`config.mk`:
```
export PLATFORM = sky130hd
export DESIGN_NAME = cmdparse_flat
export DESIGN_NICKNAME = d
export VERILOG_FILES = /design/src/rtl/cmdparse_pkg.sv /design/src/rtl/cmdparse_if.sv /design/src/rtl/cmdparse_timeout.sv /design/src/rtl/cmdparse.sv /design/src/flat_wrapper.sv
export SDC_FILE = /design/constraint.sdc
export NUM_CORES = 1
export LEC_CHECK = 0
export BUFFER_PORTS_ARGS = -buffer_cell sky130_fd_sc_hd__buf_4
export CELL_PAD_IN_SITES_DETAIL_PLACEMENT = 1
export CELL_PAD_IN_SITES_GLOBAL_PLACEMENT = 2
export CORE_ASPECT_RATIO = 1.25
export CORE_UTILIZATION = 33
export CTS_BUF_LIST = sky130_fd_sc_hd__clkbuf_16
export CTS_CLUSTER_SIZE = 12
export DETAILED_ROUTE_END_ITERATION = 16
export GPL_TIMING_DRIVEN = 0
export HOLD_SLACK_MARGIN = 0.02
export PLACE_DENSITY = 0.82
export SYNTH_ARGS = -nofsm -noshare
export SYNTH_HDL_FRONTEND = slang
export SYNTH_SLANG_ARGS = --single-unit
```
`constraint.sdc`:
```
create_clock -name clk -period 2.9 [get_ports clk]
set_input_delay 0.29 -clock clk [delete_from_list [all_inputs] [get_ports clk]]
set_output_delay 0.29 -clock clk [all_outputs]
set_load 0.03 [all_outputs]
```
`src/rtl/cmdparse_pkg.sv`:
```
// Shared types and helpers for the cmdparse frame parser.
// CRC-8 helper is used only when CMDPARSE_CRC_EN is defined.
package cmdparse_pkg;

    typedef enum logic [2:0] {
        S_IDLE,
        S_HDR,
        S_ADRH,
        S_ADRL,
        S_DAT,
        S_CHK
    } state_t;

    localparam int HDR_WE      = 7;
    localparam int HDR_SEQ_MSB = 5;
    localparam int HDR_SEQ_LSB = 0;

    localparam logic [7:0] CRC8_POLY = 8'h07;

    // MSB-first CRC-8, no reflection, one byte per call.
    function automatic logic [7:0] crc8_byte(input logic [7:0] crc, input logic [7:0] data);
        logic [7:0] c;
        c = crc ^ data;
        for (int i = 0; i < 8; i++) begin
            c = c[7] ? ({c[6:0], 1'b0} ^ CRC8_POLY) : {c[6:0], 1'b0};
        end
        return c;
    endfunction

endpackage

```
`src/rtl/cmdparse_if.sv`:
```
// Byte-stream input and request/error outputs of the cmdparse block.
// The parser uses the slave modport; the byte source uses master.
interface cmdparse_if;
    logic [7:0]  rx_data;
    logic        rx_valid;
    logic        req_stb;
    logic [5:0]  req_seq;
    logic        req_we;
    logic [15:0] req_adr;
    logic [7:0]  req_dat;
    logic [7:0]  err_count;

    modport master (
        output rx_data, rx_valid,
        input  req_stb, req_seq, req_we, req_adr, req_dat, err_count
    );

    modport slave (
        input  rx_data, rx_valid,
        output req_stb, req_seq, req_we, req_adr, req_dat, err_count
    );
endinterface

```
`src/rtl/cmdparse_timeout.sv`:
```
// Inter-byte idle counter: cleared by clr, counts while en, and flags
// expiry on the cycle the count would reach TIMEOUT_CYCLES.
module cmdparse_timeout #(
    parameter int TIMEOUT_CYCLES = 50000
) (
    input  logic clk,
    input  logic rst,
    input  logic clr,
    input  logic en,
    output logic expired
);
    localparam int W = $clog2(TIMEOUT_CYCLES + 1);
    localparam logic [W-1:0] LAST = W'(TIMEOUT_CYCLES - 1);

    logic [W-1:0] cnt;

    always_ff @(posedge clk) begin
        if (rst || clr)
            cnt <= '0;
        else if (en && !expired)
            cnt <= cnt + W'(1);
    end

    // A clear in the same cycle (arriving byte) suppresses expiry.
    assign expired = en && !clr && (cnt == LAST);

endmodule

```
`src/rtl/cmdparse.sv`:
```
// Command frame parser: SYNC, HDR, ADR_HI, ADR_LO, DAT [, CHK].
// Define CMDPARSE_CRC_EN to build the CHK byte and CRC-8 check.
module cmdparse
    import cmdparse_pkg::*;
#(
    parameter logic [7:0] SYNC_BYTE      = 8'hA5,
    parameter int         TIMEOUT_CYCLES = 50000
) (
    input  logic      clk,
    input  logic      rst,
    cmdparse_if.slave bus
);
    state_t      state, state_nxt;
    logic        fire, drop, expired;
    logic        hdr_we;
    logic [5:0]  hdr_seq;
    logic [7:0]  adrh, adrl;
`ifdef CMDPARSE_CRC_EN
    logic [7:0]  dat;
    logic [7:0]  crc;
`endif

    cmdparse_timeout #(.TIMEOUT_CYCLES(TIMEOUT_CYCLES)) u_timeout (
        .clk     (clk),
        .rst     (rst),
        .clr     (bus.rx_valid || state == S_IDLE),
        .en      (state != S_IDLE),
        .expired (expired)
    );

    always_ff @(posedge clk) begin
        if (rst) state <= S_IDLE;
        else     state <= state_nxt;
    end

    always_comb begin
        state_nxt = state;
        fire      = 1'b0;
        drop      = 1'b0;
        if (bus.rx_valid) begin
            case (state)
                S_IDLE: if (bus.rx_data == SYNC_BYTE) state_nxt = S_HDR;
                S_HDR:  state_nxt = S_ADRH;
                S_ADRH: state_nxt = S_ADRL;
                S_ADRL: state_nxt = S_DAT;
`ifdef CMDPARSE_CRC_EN
                S_DAT:  state_nxt = S_CHK;
                S_CHK: begin
                    state_nxt = S_IDLE;
                    if (bus.rx_data == crc) fire = 1'b1;
                    else                    drop = 1'b1;
                end
`else
                S_DAT: begin
                    state_nxt = S_IDLE;
                    fire      = 1'b1;
                end
`endif
                default: state_nxt = S_IDLE;
            endcase
        end else if (expired) begin
            state_nxt = S_IDLE;
            drop      = 1'b1;
        end
    end

    // Staging registers; SYNC inside the frame is ordinary payload.
    always_ff @(posedge clk) begin
        if (rst) begin
            hdr_we  <= 1'b0;
            hdr_seq <= '0;
            adrh    <= '0;
            adrl    <= '0;
`ifdef CMDPARSE_CRC_EN
            dat     <= '0;
            crc     <= '0;
`endif
        end else if (bus.rx_valid) begin
            case (state)
                S_HDR: begin
                    hdr_we  <= bus.rx_data[HDR_WE];
                    hdr_seq <= bus.rx_data[HDR_SEQ_MSB:HDR_SEQ_LSB];
                end
                S_ADRH: adrh <= bus.rx_data;
                S_ADRL: adrl <= bus.rx_data;
`ifdef CMDPARSE_CRC_EN
                S_DAT:  dat  <= bus.rx_data;
`endif
                default: ;
            endcase
`ifdef CMDPARSE_CRC_EN
            crc <= (state == S_IDLE) ? 8'h00 : crc8_byte(crc, bus.rx_data);
`endif
        end
    end

    always_ff @(posedge clk) begin
        if (rst) begin
            bus.req_stb   <= 1'b0;
            bus.req_seq   <= '0;
            bus.req_we    <= 1'b0;
            bus.req_adr   <= '0;
            bus.req_dat   <= '0;
            bus.err_count <= '0;
        end else begin
            bus.req_stb <= fire;
            if (fire) begin
                bus.req_seq <= hdr_seq;
                bus.req_we  <= hdr_we;
                bus.req_adr <= {adrh, adrl};
`ifdef CMDPARSE_CRC_EN
                bus.req_dat <= dat;
`else
                bus.req_dat <= bus.rx_data;
`endif
            end
            if (drop && bus.err_count != 8'hFF)
                bus.err_count <= bus.err_count + 8'd1;
        end
    end

endmodule

```
`src/flat_wrapper.sv`:
```
// flat-port wrapper written by rule: the top's interface ports become plain ports
module cmdparse_flat import cmdparse_pkg::*;
#(
    parameter logic [7:0] SYNC_BYTE      = 8'hA5,
    parameter int         TIMEOUT_CYCLES = 50000
)
  (clk, rst, bus_rx_data, bus_rx_valid, bus_req_stb, bus_req_seq, bus_req_we, bus_req_adr, bus_req_dat, bus_err_count);
  cmdparse_if bus_i ();
  input  logic clk;
  input  logic rst;
  input wire logic [$bits(bus_i.rx_data)-1:0] bus_rx_data;
  input wire logic [$bits(bus_i.rx_valid)-1:0] bus_rx_valid;
  output wire logic [$bits(bus_i.req_stb)-1:0] bus_req_stb;
  output wire logic [$bits(bus_i.req_seq)-1:0] bus_req_seq;
  output wire logic [$bits(bus_i.req_we)-1:0] bus_req_we;
  output wire logic [$bits(bus_i.req_adr)-1:0] bus_req_adr;
  output wire logic [$bits(bus_i.req_dat)-1:0] bus_req_dat;
  output wire logic [$bits(bus_i.err_count)-1:0] bus_err_count;
  assign bus_i.rx_data = bus_rx_data;
  assign bus_i.rx_valid = bus_rx_valid;
  assign bus_req_stb = bus_i.req_stb;
  assign bus_req_seq = bus_i.req_seq;
  assign bus_req_we = bus_i.req_we;
  assign bus_req_adr = bus_i.req_adr;
  assign bus_req_dat = bus_i.req_dat;
  assign bus_err_count = bus_i.err_count;
  cmdparse #(.SYNC_BYTE(SYNC_BYTE), .TIMEOUT_CYCLES(TIMEOUT_CYCLES)) u_core (.clk(clk), .rst(rst), .bus(bus_i));
endmodule
```
==> metrics.json <==
{
  "outcome": {
    "run_status": "completed"
  },
  "synth": {
    "synth-edff-count": 0,
    "yosysTopAreaCell": "sky130_fd_sc_hd__dfxtp_1",
    "synth_fp_nets": 423,
    "ys_warn_count": 0,
    "yosysSeqAreaShare_pct": 48.7,
    "synth_area_mm2": 0.00337,
    "synth-seq-cells": 82,
    "number_of_distinct_library_cells_after_synthesis": 45,
    "synth_top_area_share_pct": 48.7,
    "post_synth_most_frequent_cells": "sky130_fd_sc_hd__nand2_1 (112), sky130_fd_sc_hd__dfxtp_1 (82), sky130_fd_sc_hd__a21oi_1 (61), sky130_fd_sc_hd__clkbuf_1 (23), sky130_fd_sc_hd__nor2_1 (21)",
    "syn-instance-count": 410,
    "synthFlopType": "sky130_fd_sc_hd__dfxtp_1",
    "async_reset_ff_share_pct": 0,
    "post_synth.cell_area_avg_um2": 8.22,
    "yosys.cell_count.top_type": "sky130_fd_sc_hd__nand2_1",
    "top_post_synthesis_cells_by_area": "sky130_fd_sc_hd__dfxtp_1 (49%), sky130_fd_sc_hd__nand2_1 (12%), sky130_fd_sc_hd__a21oi_1 (9.1%)"
  },
  "drt": {
    "vias": 3138,
    "post_drt_wl_per_cell_um": 15.5,
    "via_count_normalized_by_instance_count": 5.21,
    "firstDrtPassIters": 4,
    "drcViolationCount": 0,
    "number_of_nets_with_antenna_violations_after_detailed_routing": 0,
    "postRouteWirelength_mm": 9.31,
    "initialDrtViolationCount": 92
  },
  "floorplan": {
    "initial_core_util_pct": 34.5,
    "core_area_mm2": 0.00976,
    "io_pins": 51,
    "std_cell_rows": 40,
    "fp.dieArea_mm2": 0.0106,
    "chipWidth_um": 92.4,
    "vertical_die_dimension_um": 115
  },
  "setup_path": {
    "worstPathBufferInverterCount": 0,
    "path_max_fanout": 5,
    "worst_path_max_delay_cell": "sky130_fd_sc_hd__or4bb_1",
    "regToRegEndpoint": "u_core.bus.err_count[5]$_SDFFE_PP0P_",
    "critical_path_class": "flip-flop to flip-flop",
    "end_kind": "flip-flop",
    "reg2reg_slack_ps": 620,
    "critical_path.startpoint": "u_core.u_timeout.cnt[0]$_SDFFE_PP0P_",
    "critical_path_cell_count": 5,
    "worstPathCellList": "ha_1 -> or4bb_1 -> or3_1 -> nor4_1 -> mux2_2",
    "timing.critical_path.max_delay_family": "simple AND/OR/NAND/NOR gates",
    "cp_data_arrival_time_ps": 2510,
    "reg2reg_from": "u_core.u_timeout.cnt[0]$_SDFFE_PP0P_",
    "setup.worst_path.start_class": "flip-flop",
    "worst_path_largest_cell_delay_ps": 480,
    "required_ps": 3120,
    "critPathCapture": "u_core.bus.err_count[5]$_SDFFE_PP0P_",
    "worstRegToRegCells": 5
  },
  "placed_design": {
    "hpwl_mm": 6.71,
    "io_buffers": 50,
    "globalplace.congestion": 0.759
  },
  "clock_network": {
    "tritoncts": "built",
    "clock_tree.htree_level_count": 3,
    "clk_transition_reported_paths_ps": 70,
    "clk_latency_ps": 330,
    "cts-buffers-inserted": 9,
    "clock_tree.root_cell": "sky130_fd_sc_hd__clkbuf_16",
    "cts_post_setup_buffers_inserted": 0,
    "clockBufferDepth": 2,
    "postCtsHoldBufs": 0,
    "cts_num_sinks": 82,
    "cts_resized": 0
  },
  "run": {
    "max_cap_violations": 0
  },
  "pwr": {
    "pwr-share-seq_pct": 48.3,
    "static-leakage-power_nw": 1.47,
    "swShare_pct": 22.2,
    "power.clock.fraction_pct": 49.5,
    "cellInternalPower_mw": 1.81,
    "power.density_mw_per_mm2": 554,
    "ir_drop_v": 0.000256,
    "power.net_switching_uw": 517,
    "share_comb_of_total_power_pct": 2.2
  },
  "sta": {
    "rsz0062_at_grt": "no",
    "worst_pin_slew_ps": 854,
    "final_max_slew_viol_count": 0,
    "finalClockSkew_ps": 7.22,
    "setup-violations-final": 0,
    "relSlewSlack_pct": 42.6,
    "fmax_ghz": 0.438,
    "sum_of_negative_setup_slack_ps": 0,
    "worst_hold_slack_across_all_endpoints_ps": 242,
    "period_minus_slack_ps": 2280,
    "final.period_utilization_pct": 78.8,
    "final_hold_viol_count": 0
  },
  "cells_and_area": {
    "seqCellArea_mm2": 0.00164,
    "antenna-diode-count": 0,
    "final_layout_size_suffix_gt1_share_pct": 15.5,
    "nets": 484,
    "syn_to_final_growth_pct": 24.8,
    "multi_input_comb_area_mm2": 0.00162,
    "fill_cells": 1188
  },
  "grt": {
    "globalRouteTotalUtil_pct": 18.4,
    "antenna_violations_before_repair": 0,
    "grt-ovfl-total": 0,
    "wire_length_of_the_first_global_routing_pass_mm": 15.2,
    "grt_max_degree": 16,
    "grt_pass1_vias": 3065
  },
  "worst_hold_path": {
    "worst_hold_path_type": "input port to flip-flop"
  }
}
-- layer usage --
metal | up-vias | GRT usage (%) | share of wire, %
met5 | - | 0 | 0
met4 | 0 | 6.77 | 1.1
met3 | 8 | 3.64 | 2.7
met2 | 43 | 33.2 | 51
met1 | 1532 | 21.5 | 45
li1 | 1555 | - | -
-- worst min-delay path, delay by kind of cell --
family,cells,cell delay [ps]
compound gates,1,50
buf+inv,1,140
simple gates,1,50
-- power by group through the flow --
stage	registers, mW	logic [mW]	clock network [mW]
after floorplan	1.15	0.0183	0
after global placement	1.15	0.0514	0
after detailed placement	1.15	0.0518	0
after CTS	1.13	0.0521	1.17
after global routing	1.13	0.0556	1.23
final	1.13	0.0509	1.15
-- state kept, by name, summed over array words and instances (netlist names) --
name                  cells
u_core.bus.req_seq        6
u_core.bus.req_we         1
u_core.state              3
u_core.hdr_seq            6
u_core.adrh               8
u_core.bus.err_count      8
u_core.bus.req_adr       16
u_core.hdr_we             1
u_core.u_timeout.cnt     16
u_core.bus.req_stb        1
u_core.bus.req_dat        8
u_core.adrl               8
-- worst min path at each step --
stage                                            from                                 end  slack [ps]  depth (start not counted)
after global routing                   bus_rx_data[2]         u_core.adrh[2]$_SDFFE_PP0P_         240                          3
after CTS                              bus_rx_data[7]         u_core.adrh[7]$_SDFFE_PP0P_         240                          3
after detailed placement  u_core.adrl[2]$_SDFFE_PP0P_  u_core.bus.req_adr[2]$_SDFFE_PP0P_         450                          2
final                                  bus_rx_data[5]  u_core.bus.req_dat[5]$_SDFFE_PP0P_         240                          3
after floorplan                        bus_rx_data[0]         u_core.adrh[0]$_SDFFE_PP0P_         430                          2
after global placement     u_core.hdr_we$_SDFFE_PP0P_      u_core.bus.req_we$_SDFFE_PP0P_         440                          2
-- cell families (layout without fill, tap and decap cells) --
group                    after synthesis  after routing  synth area share [%]
adder cells (fa/ha/maj)                2              2                 0.743
buffers and inverters                 28             94                  3.12
AO/OA/AOI/OAI                         82             82                  13.8
AND/OR/NAND/NOR                      200            200                  29.0
XOR/XNOR                               5              5                  1.30
multiplexers                          11             11                  3.38
flip-flops                            82             82                  48.7
-- placed cells by master (no fill, tap or decap), types with 2 or more instances in the layout --
cell                        synthesis  routed
sky130_fd_sc_hd__nand4b_1           3       3
sky130_fd_sc_hd__clkinv_4           0       3
sky130_fd_sc_hd__nor4_1             4       4
sky130_fd_sc_hd__xor2_1             2       2
sky130_fd_sc_hd__o31ai_1            2       2
sky130_fd_sc_hd__dfxtp_1           82      82
sky130_fd_sc_hd__nor2b_1            3       3
sky130_fd_sc_hd__inv_1              4       4
sky130_fd_sc_hd__xnor2_1            3       3
sky130_fd_sc_hd__nand2_1          112     112
sky130_fd_sc_hd__ha_1               2       2
sky130_fd_sc_hd__or3_1              5       5
sky130_fd_sc_hd__nor3_1             5       5
sky130_fd_sc_hd__nand3b_1           2       2
sky130_fd_sc_hd__nor2_1            21      21
sky130_fd_sc_hd__nor4bb_1           2       2
sky130_fd_sc_hd__buf_4              0      50
sky130_fd_sc_hd__o211ai_1           4       4
sky130_fd_sc_hd__o21ai_0            5       5
sky130_fd_sc_hd__or4bb_1            2       2
sky130_fd_sc_hd__and3b_1            2       2
sky130_fd_sc_hd__or4_1              6       6
sky130_fd_sc_hd__clkbuf_1          23      23
sky130_fd_sc_hd__a21oi_1           61      61
sky130_fd_sc_hd__mux2_2             3       3
sky130_fd_sc_hd__nand2b_1           3       3
sky130_fd_sc_hd__a311oi_1           2       2
sky130_fd_sc_hd__nand3_1            8       8
sky130_fd_sc_hd__mux2i_1            8       8
sky130_fd_sc_hd__and3_1             6       6
sky130_fd_sc_hd__nand4_1            7       7
sky130_fd_sc_hd__clkbuf_16          0       9
sky130_fd_sc_hd__and4_1             3       3
-- cell type report --
type | count | area share, %
Sequential cell | 82 | 39.0
Clock buffer | 9 | 5.36
Timing Repair Buffer | 50 | 8.93
Clock inverter | 7 | 1.84
Tap cell | 126 | 3.75
Inverter | 4 | 0.357
Buffer | 24 | 2.14
Multi-Input combinational cell | 300 | 38.6
-- through the flow --
| step | total power, mW | instances | utilization (%) | instance area [um^2] | setup WS [ps] |
|---|---|---|---|---|---|
| finish | 2.33 | 602 | 43.1 | 4210 | 615 |
| global route | 2.41 | 602 | 43.1 | 4210 | 490 |
| CTS | 2.35 | 602 | 43.1 | 4210 | 587 |
| detailed placement | 1.20 | 586 | 40.0 | 3900 | 602 |
| global placement | 1.20 | 586 | 40.0 | 3900 | 670 |
| floorplan | 1.17 | 410 | - | 3370 | 844 |
Power figures use the tool's default switching activity.
